**config.mk**
```make
export PLATFORM = sky130hd
export DESIGN_NAME = video_frame_gen_flat
export DESIGN_NICKNAME = d
export VERILOG_FILES = /design/src/rtl/video_if.sv /design/src/rtl/video_frame_gen.sv /design/src/flat_wrapper.sv
export SDC_FILE = /design/constraint.sdc
export NUM_CORES = 1
export LEC_CHECK = 0
export BUFFER_PORTS_ARGS = -buffer_cell sky130_fd_sc_hd__buf_4
export CAP_MARGIN = 20
export CORE_ASPECT_RATIO = 1.75
export CORE_MARGIN = 5
export CORE_UTILIZATION = 59
export CTS_CLUSTER_SIZE = 12
export DETAILED_ROUTE_END_ITERATION = 6
export PLACE_DENSITY = 0.87
export SLEW_MARGIN = 10
export SYNTH_ARGS = -nofsm -noshare
export SYNTH_HDL_FRONTEND = slang
export SYNTH_SLANG_ARGS = --single-unit
```
**constraint.sdc**
```tcl
create_clock -name clk -period 2.7 [get_ports clk]
set_input_delay 0.135 -clock clk [delete_from_list [all_inputs] [get_ports clk]]
set_output_delay 0.135 -clock clk [all_outputs]
set_load 0.005 [all_outputs]
```
**src/rtl/video_if.sv**
```systemverilog
// Raster video stream bundle: the source drives timing and pixel data,
// the sink supplies the enable that advances the raster.
interface video_if;
  logic        enable;
  logic        de_out;
  logic        h_sync_out;
  logic        v_sync_out;
  logic [23:0] pixel_out;
  logic        frame_done;

  modport master (
    input  enable,
    output de_out, h_sync_out, v_sync_out, pixel_out, frame_done
  );

  modport slave (
    output enable,
    input  de_out, h_sync_out, v_sync_out, pixel_out, frame_done
  );
endinterface

```
**src/rtl/video_frame_gen.sv**
```systemverilog
// Raster timing and one-square test image source for the vision pipeline.
// Define VFG_MOTION_EN to make the square bounce around the active area.
module video_frame_gen #(
  parameter int          IMG_W     = 64,
  parameter int          IMG_H     = 64,
  parameter int          H_FP      = 4,
  parameter int          H_SYNC    = 8,
  parameter int          H_BP      = 4,
  parameter int          V_FP      = 2,
  parameter int          V_SYNC    = 2,
  parameter int          V_BP      = 2,
  parameter int          OBJ_SIZE  = 8,
  parameter int          OBJ_X0    = 10,
  parameter int          OBJ_Y0    = 20,
  parameter logic [23:0] OBJ_COLOR = 24'hE0A080
) (
  input logic      clk,
  input logic      rst,
  video_if.master  vid
);
  localparam int H_TOTAL = IMG_W + H_FP + H_SYNC + H_BP;
  localparam int V_TOTAL = IMG_H + V_FP + V_SYNC + V_BP;

  localparam logic [10:0] H_LAST = 11'(H_TOTAL - 1);
  localparam logic [10:0] V_LAST = 11'(V_TOTAL - 1);
  localparam logic [10:0] W_C    = 11'(IMG_W);
  localparam logic [10:0] H_C    = 11'(IMG_H);
  localparam logic [10:0] HS_BEG = 11'(IMG_W + H_FP);
  localparam logic [10:0] HS_END = 11'(IMG_W + H_FP + H_SYNC);
  localparam logic [10:0] VS_BEG = 11'(IMG_H + V_FP);
  localparam logic [10:0] VS_END = 11'(IMG_H + V_FP + V_SYNC);
  localparam logic [10:0] SIZE_C = 11'(OBJ_SIZE);

  if (H_TOTAL > 2047 || V_TOTAL > 2047) begin : g_chk_total
    $error("video_frame_gen: H_TOTAL/V_TOTAL must not exceed 2047");
  end
  if (OBJ_SIZE < 1 || OBJ_SIZE >= IMG_W || OBJ_SIZE >= IMG_H ||
      OBJ_X0 < 0 || OBJ_X0 > IMG_W - OBJ_SIZE ||
      OBJ_Y0 < 0 || OBJ_Y0 > IMG_H - OBJ_SIZE) begin : g_chk_obj
    $error("video_frame_gen: object must fit inside the active area");
  end

  logic [10:0] h_cnt;
  logic [10:0] v_cnt;
  logic [10:0] obj_x;
  logic [10:0] obj_y;
  logic        line_end;
  logic        frame_end;
  logic        de;
  logic        hs;
  logic        vs;
  logic        in_obj;

  assign line_end  = (h_cnt == H_LAST);
  assign frame_end = line_end && (v_cnt == V_LAST);

  // NOTE: sequential state uses non-blocking assignments so every register
  // samples the pre-edge values of its neighbours, independent of block order.
  always_ff @(posedge clk) begin
    if (rst) begin
      h_cnt <= '0;
      v_cnt <= '0;
    end else if (vid.enable) begin
      if (line_end) begin
        h_cnt <= '0;
        v_cnt <= (v_cnt == V_LAST) ? 11'd0 : v_cnt + 11'd1;
      end else begin
        h_cnt <= h_cnt + 11'd1;
      end
    end
  end

  assign de     = (h_cnt < W_C) && (v_cnt < H_C);
  assign hs     = (h_cnt >= HS_BEG) && (h_cnt < HS_END);
  assign vs     = (v_cnt >= VS_BEG) && (v_cnt < VS_END);
  assign in_obj = (h_cnt >= obj_x) && (h_cnt < obj_x + SIZE_C) &&
                  (v_cnt >= obj_y) && (v_cnt < obj_y + SIZE_C);

  // Outputs present the position held before the edge, so they trail the
  // counters by one enabled clock and simply hold while stalled.
  always_ff @(posedge clk) begin
    if (rst) begin
      vid.de_out     <= 1'b0;
      vid.h_sync_out <= 1'b0;
      vid.v_sync_out <= 1'b0;
      vid.pixel_out  <= 24'h0;
      vid.frame_done <= 1'b0;
    end else if (vid.enable) begin
      vid.de_out     <= de;
      vid.h_sync_out <= hs;
      vid.v_sync_out <= vs;
      vid.pixel_out  <= (de && in_obj) ? OBJ_COLOR : 24'h0;
      vid.frame_done <= frame_end;
    end
  end

`ifdef VFG_MOTION_EN
  localparam logic [10:0] X_MAX = 11'(IMG_W - OBJ_SIZE);
  localparam logic [10:0] Y_MAX = 11'(IMG_H - OBJ_SIZE);

  logic dx_neg;
  logic dy_neg;

  // Returns {direction_negative, position} after one bounce-aware step.
  function automatic logic [11:0] bounce(input logic [10:0] pos,
                                         input logic        neg,
                                         input logic [10:0] lim);
    if (!neg)
      return (pos == lim)   ? {1'b1, pos - 11'd1} : {1'b0, pos + 11'd1};
    else
      return (pos == 11'd0) ? {1'b0, pos + 11'd1} : {1'b1, pos - 11'd1};
  endfunction

  // Updating only on the frame wrap keeps the square whole within a frame.
  always_ff @(posedge clk) begin
    if (rst) begin
      obj_x  <= 11'(OBJ_X0);
      obj_y  <= 11'(OBJ_Y0);
      dx_neg <= 1'b0;
      dy_neg <= 1'b0;
    end else if (vid.enable && frame_end) begin
      {dx_neg, obj_x} <= bounce(obj_x, dx_neg, X_MAX);
      {dy_neg, obj_y} <= bounce(obj_y, dy_neg, Y_MAX);
    end
  end
`else
  assign obj_x = 11'(OBJ_X0);
  assign obj_y = 11'(OBJ_Y0);
`endif

endmodule

```
**src/flat_wrapper.sv**
```systemverilog
// flat-port wrapper written by rule: the top's interface ports become plain ports
module video_frame_gen_flat 
#(
  parameter int          IMG_W     = 64,
  parameter int          IMG_H     = 64,
  parameter int          H_FP      = 4,
  parameter int          H_SYNC    = 8,
  parameter int          H_BP      = 4,
  parameter int          V_FP      = 2,
  parameter int          V_SYNC    = 2,
  parameter int          V_BP      = 2,
  parameter int          OBJ_SIZE  = 8,
  parameter int          OBJ_X0    = 10,
  parameter int          OBJ_Y0    = 20,
  parameter logic [23:0] OBJ_COLOR = 24'hE0A080
)
  (clk, rst, vid_enable, vid_de_out, vid_h_sync_out, vid_v_sync_out, vid_pixel_out, vid_frame_done);
  video_if vid_i ();
  input logic clk;
  input logic rst;
  input wire logic [$bits(vid_i.enable)-1:0] vid_enable;
  output wire logic [$bits(vid_i.de_out)-1:0] vid_de_out;
  output wire logic [$bits(vid_i.h_sync_out)-1:0] vid_h_sync_out;
  output wire logic [$bits(vid_i.v_sync_out)-1:0] vid_v_sync_out;
  output wire logic [$bits(vid_i.pixel_out)-1:0] vid_pixel_out;
  output wire logic [$bits(vid_i.frame_done)-1:0] vid_frame_done;
  assign vid_i.enable = vid_enable;
  assign vid_de_out = vid_i.de_out;
  assign vid_h_sync_out = vid_i.h_sync_out;
  assign vid_v_sync_out = vid_i.v_sync_out;
  assign vid_pixel_out = vid_i.pixel_out;
  assign vid_frame_done = vid_i.frame_done;
  video_frame_gen #(.IMG_W(IMG_W), .IMG_H(IMG_H), .H_FP(H_FP), .H_SYNC(H_SYNC), .H_BP(H_BP), .V_FP(V_FP), .V_SYNC(V_SYNC), .V_BP(V_BP), .OBJ_SIZE(OBJ_SIZE), .OBJ_X0(OBJ_X0), .OBJ_Y0(OBJ_Y0), .OBJ_COLOR(OBJ_COLOR)) u_core (.clk(clk), .rst(rst), .vid(vid_i));
endmodule
```
==> flow_metrics.env <==
export IMPL_synth_edf_count=0
export IMPL_r2r_start="u_core.h_cnt[1]"
export IMPL_cp_arrival_ns=2.34
export IMPL_grt_pass1_vias=1131
export IMPL_syn_area_um2=1615
export IMPL_hold_slack_ns=0.2024
export IMPL_worst_r2r_cell_count=5
export IMPL_syn_avg_cell_area_um2=8.502
export IMPL_synthFlopType="dfxtp_1"
export IMPL_maxCapViolations=0
export IMPL_cts_tree="yes"
export IMPL_clkLatencyLatePin_ns=0.27
export IMPL_cp_required_ns=2.85
export IMPL_synth_most_common_cell="dfxtp_1"
export IMPL_finalHoldViolations=0
export IMPL_drive_above_1_share_pct=13.61
export IMPL_final_nets=199
export IMPL_grt_max_degree=25
export IMPL_area_delta_synth_final_pct=1.007
export IMPL_htree_levels=1
export IMPL_synth_top_area_cell="dfxtp_1"
export IMPL_place_congestion=0.8718
export IMPL_rsz0062_at_grt="false"
export IMPL_utilization_pct=61.36
export IMPL_io_pins=31
export IMPL_finalCritPeriodShare_pct=81.22
export IMPL_clkSlewWorstSetupHoldPaths_ns=0.09
export IMPL_drt_iter0_markers=46
export IMPL_endpoint_kind="flop"
export IMPL_wl_um=3111
export IMPL_vias_per_cell=5.720
export IMPL_antenna_cells=0
export IMPL_rows=25
export IMPL_die_area_um2=3926
export IMPL_total_power_uw=667.7
export IMPL_hold_depth=2
export IMPL_max_vdd_ir_drop_v=0.0003119
export IMPL_hold_buffers=0
export IMPL_synth_top_area_share_pct=33.46
export IMPL_setup_viol=0
export IMPL_critPathKind="reg -> reg"
export IMPL_yosysWarnings=0
export IMPL_dpl_hpwl_um=2343
export IMPL_drtPass1Iterations=4
export IMPL_antenna_found_initial=0
export IMPL_drcViolationCount=0
export IMPL_min_period_ns=2.193
export IMPL_root_buffer="clkbuf_8"
export IMPL_cts_resized=0
export IMPL_grt_usage_pct=15.53
export IMPL_async_flop_share_pct=0
export IMPL_regToRegEndpoint="u_core.h_cnt[8]"
export IMPL_ys_top_cells_by_count="dfxtp_1, buf_4, nor2_1"
export IMPL_worstHoldStart="rst"
export IMPL_post_cts_setup_buffers=0
export IMPL_grt_pass1_wl_um=4905
export IMPL_die_w_um=49.56
export IMPL_tightest_slew_ns=0.6339
export IMPL_clk_path_buf_depth=2
export IMPL_tns_ns=0
export IMPL_fmax_mhz=456.0
export IMPL_io_buffers=12
export IMPL_min_to="u_core.h_cnt[2]"
export IMPL_via_count=1247
export IMPL_start_util_pct=60.75
export IMPL_r2r_setup_slack_ns=0.51
export IMPL_relSlewSlack_pct=57.14
export IMPL_finalClockSkew_ns=0.001203
export IMPL_core_area_um2=2659
export IMPL_wl_per_cell_um=14.27
export IMPL_cts_inserted_buffers=3
export IMPL_startpoint_type="flop"
export IMPL_fp_dieH_um=79.22
export IMPL_worstPathMaxFanout=11
export IMPL_netlist_cell_type_count=45
export IMPL_status="finished, final reports clean"
export IMPL_synthTopCellsByArea="dfxtp_1, buf_4, xor2_1, nor2_1, ha_1"
export IMPL_report_final_slew_viol_count=0
export IMPL_p_leak_uw=0.0006251
export IMPL_overflow=0
export IMPL_clock_sinks=27
export IMPL_ys_seq_elements=27
export IMPL_postRouteAntennaNets=0
export IMPL_powerDensity_nw_per_um2=409.2
export IMPL_nFillCells=257
export IMPL_yosysSeqAreaShare_pct=33.46
export IMPL_hold_path_class="in -> reg"
export IMPL_synth_cells=190
-- worst max path at each step --
stage / to / depth (start not counted) / startpoint / slack [ns]
floorplan: u_core.v_cnt[5] / 4 / u_core.h_cnt[7] / 0.91
global placement: u_core.h_cnt[5] / 5 / u_core.h_cnt[1] / 0.61
detailed placement: u_core.h_cnt[8] / 5 / u_core.h_cnt[1] / 0.53
CTS: u_core.h_cnt[8] / 5 / u_core.h_cnt[1] / 0.51
global route: u_core.v_cnt[7] / 4 / u_core.v_cnt[6] / 0.32
finish: u_core.h_cnt[8] / 5 / u_core.h_cnt[1] / 0.51
-- area by class of cell --
| type | instances | area (um^2) | area share (%) |
|---|---|---|---|
| clock buffers | 4 | 45.04 | 2.761 |
| flip-flops and latches | 27 | 540.5 | 33.13 |
| repair buffers | 13 | 97.59 | 5.982 |
| well taps | 27 | 33.78 | 2.071 |
| multi-input cells | 138 | 880.8 | 53.99 |
| inverters | 9 | 33.78 | 2.071 |
-- power by group --
group	switching [uW]	total (uW)	internal (uW)
logic	23.6	35.8	12.2
registers	5.04	407	402
clock network	119	225	106
-- sequential cells by signal, summed over array words and instances, names as in the netlist --
name                   flops
u_core.h_cnt              11
u_core.vid.v_sync_out      1
u_core.vid.de_out          1
u_core.v_cnt              11
u_core.vid.h_sync_out      1
u_core.vid.frame_done      1
u_core.vid.pixel_out       1
-- cell usage in the layout, fill, tap and decap left out, types with 6 or more instances in the layout --
cell     count
conb_1      18
nand4_1      6
nand3_1      7
a21oi_1      6
nor2_1      20
xor2_1      10
inv_1        9
buf_4       13
nand2_1     10
dfxtp_1     27
-- critical path, cell delays in order, from the launching register on --
cell and delay, ns:
dfxtp_1 0.42, ha_1 0.26, nand4_1 0.27, or3_1 0.61, or2b_1 0.42, nor2_1 0.10
-- routing by layer --
metal  share of wire, %  global-route usage [%]  vias up  routed length, um
met5                  0                       0        -                  0
met4                3.8                   10.24        0                119
met3                3.7                   1.876       12                115
met2                 53                   27.04       32               1643
met1                 40                   17.06      593               1232
li1                   -                       -      610                  -
-- cell families (layout without fill, tap and decap cells) --
group / count (synthesis) / count (layout) / synth area share (%)
flip-flops: 27 / 27 / 33.46
XOR/XNOR: 13 / 13 / 7.049
buffers and inverters: 42 / 26 / 15.96
AND/OR/NAND/NOR: 78 / 78 / 28.04
other: 1 / 18 / 0.2322
AO/OA/AOI/OAI: 19 / 19 / 8.134
multiplexers: 6 / 6 / 4.028
adder cells (fa/ha/maj): 4 / 4 / 3.098
-- stage by stage --
step	setup WS (ns)	cell area (um^2)	instances
detailed placement	0.5286	1587	214
CTS	0.5094	1632	218
floorplan	0.9129	1679	207
finish	0.5070	1632	218
global placement	0.6051	1587	214
global route	0.3157	1632	218
Power figures use the tool's default switching activity.
